$ cat src/rtl/tdc_pkg.sv
// Shared types and constants for the time-to-digital converter and its UART reporter.
package tdc_pkg;

  localparam int COUNT_W = 32;

  localparam logic [7:0] ASCII_CR = 8'h0D;
  localparam logic [7:0] ASCII_LF = 8'h0A;

  localparam int FRAME_LEN_ASCII = 10;
  localparam int FRAME_LEN_BIN   = 4;

  typedef enum logic [1:0] {
    S_IDLE,
    S_LOAD,
    S_SEND
  } tx_state_t;

  // Upper-case ASCII hex digit for one nibble.
  function automatic logic [7:0] hex_char(input logic [3:0] nib);
    return (nib < 4'd10) ? (8'h30 + {4'h0, nib}) : (8'h37 + {4'h0, nib});
  endfunction

endpackage

$ cat src/rtl/tdc_uart_tx.sv
// 8N1 byte serializer; ready rises in the last stop-bit cycle so bytes chain with no idle gap.
module tdc_uart_tx #(
  parameter int CLK_FREQ = 200_000_000,
  parameter int BAUD     = 115200
) (
  input  logic       clk,
  input  logic       rst,
  input  logic [7:0] data,
  input  logic       valid,
  output logic       ready,
  output logic       tx
);

  localparam int BIT_CLKS = CLK_FREQ / BAUD;
  localparam int CW       = (BIT_CLKS > 1) ? $clog2(BIT_CLKS) : 1;
  localparam logic [CW-1:0] BAUD_LAST = CW'(BIT_CLKS - 1);

  logic          busy;
  logic [CW-1:0] baud_cnt;
  logic [3:0]    bit_idx;
  logic [8:0]    shift;
  logic          last_tick;

  assign last_tick = busy && (bit_idx == 4'd9) && (baud_cnt == BAUD_LAST);
  assign ready     = !busy || last_tick;

  // bit_idx 0 is the start bit, 1..8 data LSB first, 9 the stop bit.
  always_ff @(posedge clk or posedge rst) begin
    if (rst) begin
      busy     <= 1'b0;
      baud_cnt <= '0;
      bit_idx  <= 4'd0;
      shift    <= '1;
      tx       <= 1'b1;
    end else if (valid && ready) begin
      busy     <= 1'b1;
      baud_cnt <= '0;
      bit_idx  <= 4'd0;
      shift    <= {1'b1, data};
      tx       <= 1'b0;
    end else if (busy) begin
      if (baud_cnt == BAUD_LAST) begin
        baud_cnt <= '0;
        if (bit_idx == 4'd9) begin
          busy <= 1'b0;
        end else begin
          bit_idx <= bit_idx + 4'd1;
          tx      <= shift[0];
          shift   <= {1'b1, shift[8:1]};
        end
      end else begin
        baud_cnt <= baud_cnt + CW'(1);
      end
    end
  end

endmodule

$ cat src/rtl/tdc.sv
// Pulse-interval TDC: measures clocks between rising edges of signal_in and reports them over UART.
// Define TDC_ASCII_EN for "XXXXXXXX\r\n" hex frames; otherwise 4 raw bytes, MSB first.
module tdc
  import tdc_pkg::*;
#(
  parameter int CLK_FREQ = 200_000_000,
  parameter int BAUD     = 115200
) (
  input  logic       clk_200m,
  input  logic       rst_n,
  input  logic       signal_in,
  output logic       uart_tx,
  output logic [3:0] led
);

`ifdef TDC_ASCII_EN
  localparam int FRAME_LEN = FRAME_LEN_ASCII;
`else
  localparam int FRAME_LEN = FRAME_LEN_BIN;
`endif
  localparam logic [3:0] FRAME_END = 4'(FRAME_LEN);

  logic               sync1, sync2, sync_prev;
  logic               edge_det;
  logic [COUNT_W-1:0] cnt;
  logic               armed;
  logic               meas;
  logic [COUNT_W-1:0] pending_data;
  logic               pending_full;
  logic               drop;
  logic               led_toggle;
  tx_state_t          state, state_next;
  logic               take;
  logic [COUNT_W-1:0] frame_data;
  logic [3:0]         byte_idx;
  logic [7:0]         tx_data;
  logic               tx_valid;
  logic               tx_ready;

  // rst_n is active-high despite its name.
  always_ff @(posedge clk_200m or posedge rst_n) begin
    if (rst_n) begin
      sync1     <= 1'b0;
      sync2     <= 1'b0;
      sync_prev <= 1'b0;
    end else begin
      sync1     <= signal_in;
      sync2     <= sync1;
      sync_prev <= sync2;
    end
  end

  assign edge_det = sync2 && !sync_prev;
  assign meas     = edge_det && armed;

  // Restarting at 1 makes the value seen on the next edge equal the clock count between edges.
  always_ff @(posedge clk_200m or posedge rst_n) begin
    if (rst_n) begin
      cnt        <= '0;
      armed      <= 1'b0;
      led_toggle <= 1'b0;
    end else begin
      if (edge_det)       cnt <= COUNT_W'(1);
      else if (cnt != '1) cnt <= cnt + COUNT_W'(1);
      if (edge_det) armed <= 1'b1;
      if (meas)     led_toggle <= !led_toggle;
    end
  end

  // A new measurement wins over the FSM's take; it only counts as a drop if nobody took the old one.
  always_ff @(posedge clk_200m or posedge rst_n) begin
    if (rst_n) begin
      pending_data <= '0;
      pending_full <= 1'b0;
      drop         <= 1'b0;
    end else if (meas) begin
      pending_data <= cnt;
      pending_full <= 1'b1;
      if (pending_full && !take) drop <= 1'b1;
    end else if (take) begin
      pending_full <= 1'b0;
    end
  end

  always_ff @(posedge clk_200m or posedge rst_n) begin
    if (rst_n) state <= S_IDLE;
    else       state <= state_next;
  end

  always_comb begin
    state_next = state;
    take       = 1'b0;
    tx_valid   = 1'b0;
    case (state)
      S_IDLE: begin
        if (pending_full) begin
          take       = 1'b1;
          state_next = S_LOAD;
        end
      end
      S_LOAD: state_next = S_SEND;
      S_SEND: begin
        // Hold SEND until the last stop bit completes so led[1] covers the whole frame.
        if (byte_idx < FRAME_END) tx_valid = 1'b1;
        else if (tx_ready)        state_next = S_IDLE;
      end
      default: state_next = S_IDLE;
    endcase
  end

  always_ff @(posedge clk_200m or posedge rst_n) begin
    if (rst_n) begin
      frame_data <= '0;
      byte_idx   <= 4'd0;
    end else begin
      if (take) frame_data <= pending_data;
      if (state == S_LOAD)             byte_idx <= 4'd0;
      else if (tx_valid && tx_ready)   byte_idx <= byte_idx + 4'd1;
    end
  end

  always_comb begin
    tx_data = 8'h00;
`ifdef TDC_ASCII_EN
    if (byte_idx == 4'd8)      tx_data = ASCII_CR;
    else if (byte_idx == 4'd9) tx_data = ASCII_LF;
    else                       tx_data = hex_char(frame_data[{3'd7 - byte_idx[2:0], 2'b00} +: 4]);
`else
    tx_data = frame_data[{2'd3 - byte_idx[1:0], 3'b000} +: 8];
`endif
  end

  tdc_uart_tx #(
    .CLK_FREQ(CLK_FREQ),
    .BAUD    (BAUD)
  ) u_uart_tx (
    .clk  (clk_200m),
    .rst  (rst_n),
    .data (tx_data),
    .valid(tx_valid),
    .ready(tx_ready),
    .tx   (uart_tx)
  );

  assign led = {armed, drop, (state != S_IDLE), led_toggle};

endmodule

$ cat config.mk
export PLATFORM = sky130hd
export DESIGN_NAME = tdc
export DESIGN_NICKNAME = d
export VERILOG_FILES = /design/src/rtl/tdc_pkg.sv /design/src/rtl/tdc_uart_tx.sv /design/src/rtl/tdc.sv
export SDC_FILE = /design/constraint.sdc
export NUM_CORES = 1
export LEC_CHECK = 0
export ABC_AREA = 1
export CORE_MARGIN = 3
export CORE_UTILIZATION = 65
export DETAILED_ROUTE_END_ITERATION = 8
export MAX_ROUTING_LAYER = met4
export PLACE_DENSITY = 0.82
export REMOVE_ABC_BUFFERS = 1
export SLEW_MARGIN = 20
export SYNTH_ARGS = -nofsm -noshare
export SYNTH_HDL_FRONTEND = slang
export SYNTH_SLANG_ARGS = --single-unit
$ cat constraint.sdc
create_clock -name clk_200m -period 7 [get_ports clk_200m]
set_input_delay 1.75 -clock clk_200m [delete_from_list [all_inputs] [get_ports clk_200m]]
set_output_delay 1.75 -clock clk_200m [all_outputs]
set_load 0.1 [all_outputs]
Yosys cells after proc, flatten, opt, wreduce, memory -nomap -nowiden
Index checks and enable logic that the tools add are counted.
{"block": "totals", "reg_bits": 135, "input_bits": 3}
{"block": "classes", "n_reduce_logical": 21, "shifts": 1, "magnitude_cmp": 1, "n_mux": 33, "n_eq_ne": 9, "add_sub_neg": 5}
{"cell": "32-bit 2-to-1 mux", "n": 2}
{"cell": "9-bit 2-to-1 mux", "n": 4}
{"cell": "11-bit 2-to-1 mux", "n": 3}
{"cell": "32-bit by 1-bit adder with 32-bit output, second input constant", "n": 1}
{"cell": "32-bit != test, second input constant", "n": 1}
{"cell": "32-bit by 6-bit variable part select with 8-bit output", "n": 1}
{"cell": "4-bit 2-to-1 mux", "n": 6}
{"cell": "1-bit 2-to-1 mux", "n": 14}
{"cell": "2-bit nonzero test", "n": 6}
{"cell": "11-bit by 1-bit adder with 11-bit output, second input constant", "n": 1}
{"cell": "11-bit equality test, second input constant", "n": 1}
{"cell": "4-bit by 1-bit adder with 4-bit output, second input constant", "n": 2}
{"cell": "1-bit logical AND", "n": 6}
{"cell": "2-bit 2-to-1 mux", "n": 3}
{"cell": "2-bit != test, second input constant", "n": 3}
{"cell": "2-bit case mux with 3 select lines", "n": 1}
{"cell": "3-bit AND reduction", "n": 2}
{"cell": "4-bit equality test, second input constant", "n": 1}
{"cell": "1-bit zero test", "n": 4}
{"cell": "4-bit by 3-bit < comparator with 1-bit output, second input constant", "n": 1}
{"cell": "2-bit by 1-bit equality test with 1-bit output, second input constant", "n": 1}
{"cell": "2-bit equality test, second input constant", "n": 1}
{"cell": "2-bit zero test", "n": 1}
{"cell": "2-bit by 1-bit != test with 1-bit output, second input constant", "n": 1}
{"cell": "other kinds (3)", "n": 3}

Depth between registers and ports, before layout
{"block": "depth", "word_depth": 7, "mapped_depth": 12, "depth_no_buf": 11}

Hierarchy
Synthesis repeated with hierarchy kept, for this count alone.
{"block": "hier_totals", "hier_cells": 867, "area_unflattened_um2": 6666.4}
{"module": "tdc", "area_each_um2": 5136.2, "cells_each": 663, "instances": 1}
{"module": "tdc_uart_tx", "area_each_um2": 1530.2, "cells_each": 204, "instances": 1}

Worst setup path after synthesis
OpenSTA, ideal clock, no wires.
{"block": "synth_path", "kind": "register to output", "start": "register state[1]", "end": "output led[1]", "path_slack_ps": 4252, "arrival_time_ps": 998, "required_ps": 5250, "n_path_buf": 0, "stages_incl_launch_ff": 3, "path_cell_list": "dfrtp_1 nor2_1 inv_1"}
{"block": "synth_between", "elab_chain_len": 1}
{"item": "start: declaration", "line": "tdc.sv:32", "source": "tx_state_t state, state_next;"}
{"item": "start signal: assignment", "line": "tdc.sv:87", "source": "else state <= state_next;"}
{"item": "2-bit nonzero test", "line": "tdc.sv:145", "source": "assign led = {armed, drop, (state != S_IDLE), led_toggle};"}
{"item": "end: declaration", "line": "tdc.sv:13", "source": "output logic [3:0] led"}
No other way between the ends.

Worst setup path in the final report
Ends and elaborated chain as after synthesis.

==> results.md <==
- Proportion of power drawn by combinational gates: 16.1%
- Clock network fraction of design power: between 40% and 50%
- Share of synthesized registers carrying an async set or reset: 100.0%
- Final Hold Fails: 0
- Clock Sink Count: 134
- Hold buffers post-CTS: 0
- Worst path arrival time: 2200 ps
- Final number of setup-violating endpoints: 0
- # port buffers: 7
- Deepest level of the CTS H-tree: 4
- TritonCTS clock tree: done
- Later-pin clock latency in the skew report: 530 ps
- Pin count of the biggest net entering global routing: 87
- Final antenna diode count: 0
- Pint: 1.476 mW
- Number of violations of the max-capacitance limit: 0
- Critical path capture point type: output pin
- Power Total: approximately 2.1 mW
- Detailed placement HPWL: 10.02 mm
- Average wire per cell in the routed design: 15.32 um
- Via/cell ratio: 5.683
- Capturing instance or port of the critical path: led[1]
- RSZ-0062 raised after global routing: false
- DRT antenna net count: 0
- Main synth FF type: sky130_fd_sc_hd__dfrtp_1
- Post-Route WL: 14.88 mm
- Reg power frac: 43.0%
- Largest driver fanout on the critical path: 3
- Achievable clock frequency: between 0.2 and 0.3 GHz
- Area of the mapped netlist: approximately 0.0064 mm^2
- Number of pins exceeding their max-slew limit in the final report: 0
- Width of the die: 105.4 um
- Top cells by area in the synthesized netlist: sky130_fd_sc_hd__dfrtp_1 49%, sky130_fd_sc_hd__nand2_1 17%, sky130_fd_sc_hd__o21ai_0 5.7%
- Status: complete, no violations
- Worst slew margin relative to its limit: between 30% and 40%
- Clock input transition at the sequential cells of the worst setup and hold paths: 60 ps
- Reg-to-reg endpoint: u_uart_tx.bit_idx[3]
- Worst-Margin Slew: 983.2 ps
- Instance count of the mapped netlist: about 830
- I/O pin total: 8
- Min cycle time layout: 3948 ps
- Count of yosys warnings during synthesis: 0
- Kind of critical path: register to output pin
- Distinct cell type count of the synthesized netlist: 35
- Layout-stage area growth over the synthesis result: 11.01%
- Post-Syn Area per Cell: 7.775 um^2
- Post-synth top area share: 48.70%
- Seq/Total Area, Yosys: 52.39%
- Net Sw Power: roughly 0.66 mW
- Share of the clock period used by the worst path after layout: 56.41%
- Initial DRC count: 419
- Floorplan Core Area: ~0.0094 mm^2
- Total via count after detailed routing: 5518
- Flip-flop and latch count after synthesis: 134
- Data required, critical path: 5250 ps
- Worst clock skew: 7.074 ps
- Worst setup path startpoint: state[1]
- Top-count cell post-synth: sky130_fd_sc_hd__nand2_1
- Number of antenna violations at the first check in global routing: 0
- Effective utilization at floorplan: 68.21%
- Net count reported at finish: 837
- Post CTS Setup Buffer Count: 0
- Number of core rows: 35
- Number of DRC violations after detailed routing: 0
- Reg-to-reg startpoint: u_uart_tx.baud_cnt[0]
- Leakage power of the design: 3.522 nW
- Global routing usage summed across all routing layers: 29.55%
- Max Buffers Root-to-Sink: 2
- CTS resizes: 0
- GP Congestion: 0.9721
- Number of global-route vias before repair: 5248
- Cell at the root of the clock tree: sky130_fd_sc_hd__clkbuf_8
- Worst Reg2Reg Path Length in Cells: 10
- Total power divided by cell area: 298.9 mW/mm^2
- Count of flip-flops with a built-in enable after synthesis: 0
- Total negative slack for setup checks: 0 ps
- Synth cell count leaders: 289 x sky130_fd_sc_hd__nand2_1, 125 x sky130_fd_sc_hd__dfrtp_1, 83 x sky130_fd_sc_hd__inv_1
- Share of layout cells above drive strength 1: around 7.4%
- Kind of start point of the critical path: register
- Number of buffers created by CTS: 17
- Die boundary height: between 100 and 150 um
- R2R Setup Slk: 4730 ps
- Die Footprint: 0.01111 mm^2
- Total overflow reported by the global router: 0
- Worst min-delay path class: register to register
- Cell type with the highest aggregate area in the netlist: sky130_fd_sc_hd__dfrtp_1
- Worst supply voltage drop on vdd: 0.2574 mV
- Fraction of power spent switching nets: a little under a third
- First-pass iteration count of the detailed router: 5
- First-pass GRT wire length: ~25 mm
==> logic make-up after synthesis <==
family                     Yosys count  synth area share, %
and+or+nand+nor                    475                30.80
buffers and inverters              113                7.208
DFF                                134                52.39
adders and majority gates            5               0.9741
xor gates and xnor gates             6               0.8182
AOI/OAI and AO/OA                   93                7.812
==> metal layers <==
layer  vias up  routed length [um]  global-route usage, %
li1       2644                   -                      -
met1      2630                6346                  37.52
met2       205                7310                  47.18
met3        39                 807                  6.001
met4         0                 411                  11.34
met5         -                   0                      -
==> through the flow <==
stage	cell area [um^2]	instances	setup WS [ps]	hold slack [ps]	utilization [%]
2_1_floorplan	6287	800	1682	331.2	-
3_3_place_gp	6544	939	3405	342.6	69.50
3_5_place_dp	6544	939	3360	353.5	69.50
4_1_cts	7127	971	3045	374.2	75.69
5_1_grt	7129	971	2983	388.7	75.72
6_report	7129	971	3052	368.3	75.72
==> area by class of cell <==
class	instances	area (um^2)
sequential	134	3364
inverter	87	332.8
clock buffer	21	459.2
timing repair buffer	10	92.59
tap	129	161.4
clock inverter	11	123.9
fill	689	2286
multi-input combinational	579	2595
==> how the worst min path moves through the flow <==
| stage | depth (start not counted) | slack (ps) | end | start |
|---|---|---|---|---|
| finish | 0 | 370 | sync2 | sync1 |
| global route | 0 | 390 | sync2 | sync1 |
| CTS | 0 | 370 | sync2 | sync1 |
| detailed placement | 0 | 350 | sync2 | sync1 |
| global placement | 0 | 340 | sync2 | sync1 |
| floorplan | 0 | 330 | sync2 | sync1 |
==> flip-flops by register name, summed over array words and instances (netlist names) <==
name	flops
sync2	1
armed	1
drop	1
pending_full	1
u_uart_tx.tx	1
state	2
u_uart_tx.bit_idx	4
pending_data	32
u_uart_tx.baud_cnt	11
cnt	32
u_uart_tx.shift	8
sync1	1
u_uart_tx.busy	1
led_toggle	1
frame_data	32
byte_idx	4
sync_prev	1
==> power groups by stage <==
| stage | logic [mW] | clock network, mW | registers (mW) |
|---|---|---|---|
| floorplan | 0.223 | 0 | 0.943 |
| global placement | 0.326 | 0 | 0.923 |
| detailed placement | 0.339 | 0 | 0.926 |
| CTS | 0.344 | 0.871 | 0.914 |
| global route | 0.386 | 0.907 | 0.927 |
| finish | 0.343 | 0.871 | 0.917 |
==> worst max-delay path, stage by stage, from the launching register on <==
cell and delay [ps]:
sky130_fd_sc_hd__dfrtp_1 370, sky130_fd_sc_hd__nor2_1 60, sky130_fd_sc_hd__inv_1 100, sky130_fd_sc_hd__clkdlybuf4s50_1 1140
==> cells in the final DEF (no fill, tap or decap), types with 2 or more instances in the layout <==
| cell | Yosys | routed |
|---|---|---|
| sky130_fd_sc_hd__a21o_1 | 2 | 2 |
| sky130_fd_sc_hd__a21oi_1 | 3 | 3 |
| sky130_fd_sc_hd__buf_4 | 3 | 3 |
| sky130_fd_sc_hd__bufinv_16 | 0 | 2 |
| sky130_fd_sc_hd__clkbuf_16 | 0 | 16 |
| sky130_fd_sc_hd__clkbuf_8 | 0 | 4 |
| sky130_fd_sc_hd__clkdlybuf4s50_1 | 0 | 7 |
| sky130_fd_sc_hd__clkinv_2 | 1 | 4 |
| sky130_fd_sc_hd__clkinv_4 | 0 | 2 |
| sky130_fd_sc_hd__clkinvlp_4 | 0 | 3 |
| sky130_fd_sc_hd__dfrtp_1 | 125 | 125 |
| sky130_fd_sc_hd__dfstp_2 | 9 | 9 |
| sky130_fd_sc_hd__ha_1 | 5 | 5 |
| sky130_fd_sc_hd__inv_1 | 83 | 81 |
| sky130_fd_sc_hd__inv_2 | 2 | 3 |
| sky130_fd_sc_hd__inv_6 | 0 | 2 |
| sky130_fd_sc_hd__nand2_1 | 289 | 289 |
| sky130_fd_sc_hd__nand2_2 | 4 | 4 |
| sky130_fd_sc_hd__nand3_1 | 62 | 62 |
| sky130_fd_sc_hd__nand3_2 | 2 | 2 |
| sky130_fd_sc_hd__nand4_1 | 15 | 15 |
| sky130_fd_sc_hd__nor2_1 | 82 | 82 |
| sky130_fd_sc_hd__nor2_2 | 3 | 3 |
| sky130_fd_sc_hd__nor3_1 | 12 | 12 |
| sky130_fd_sc_hd__nor3_2 | 2 | 2 |
| sky130_fd_sc_hd__o21ai_0 | 73 | 73 |
| sky130_fd_sc_hd__o22ai_1 | 7 | 7 |
| sky130_fd_sc_hd__o31ai_1 | 5 | 5 |
| sky130_fd_sc_hd__xor2_1 | 5 | 5 |
Note: power is estimated with default switching activity, not from simulation.
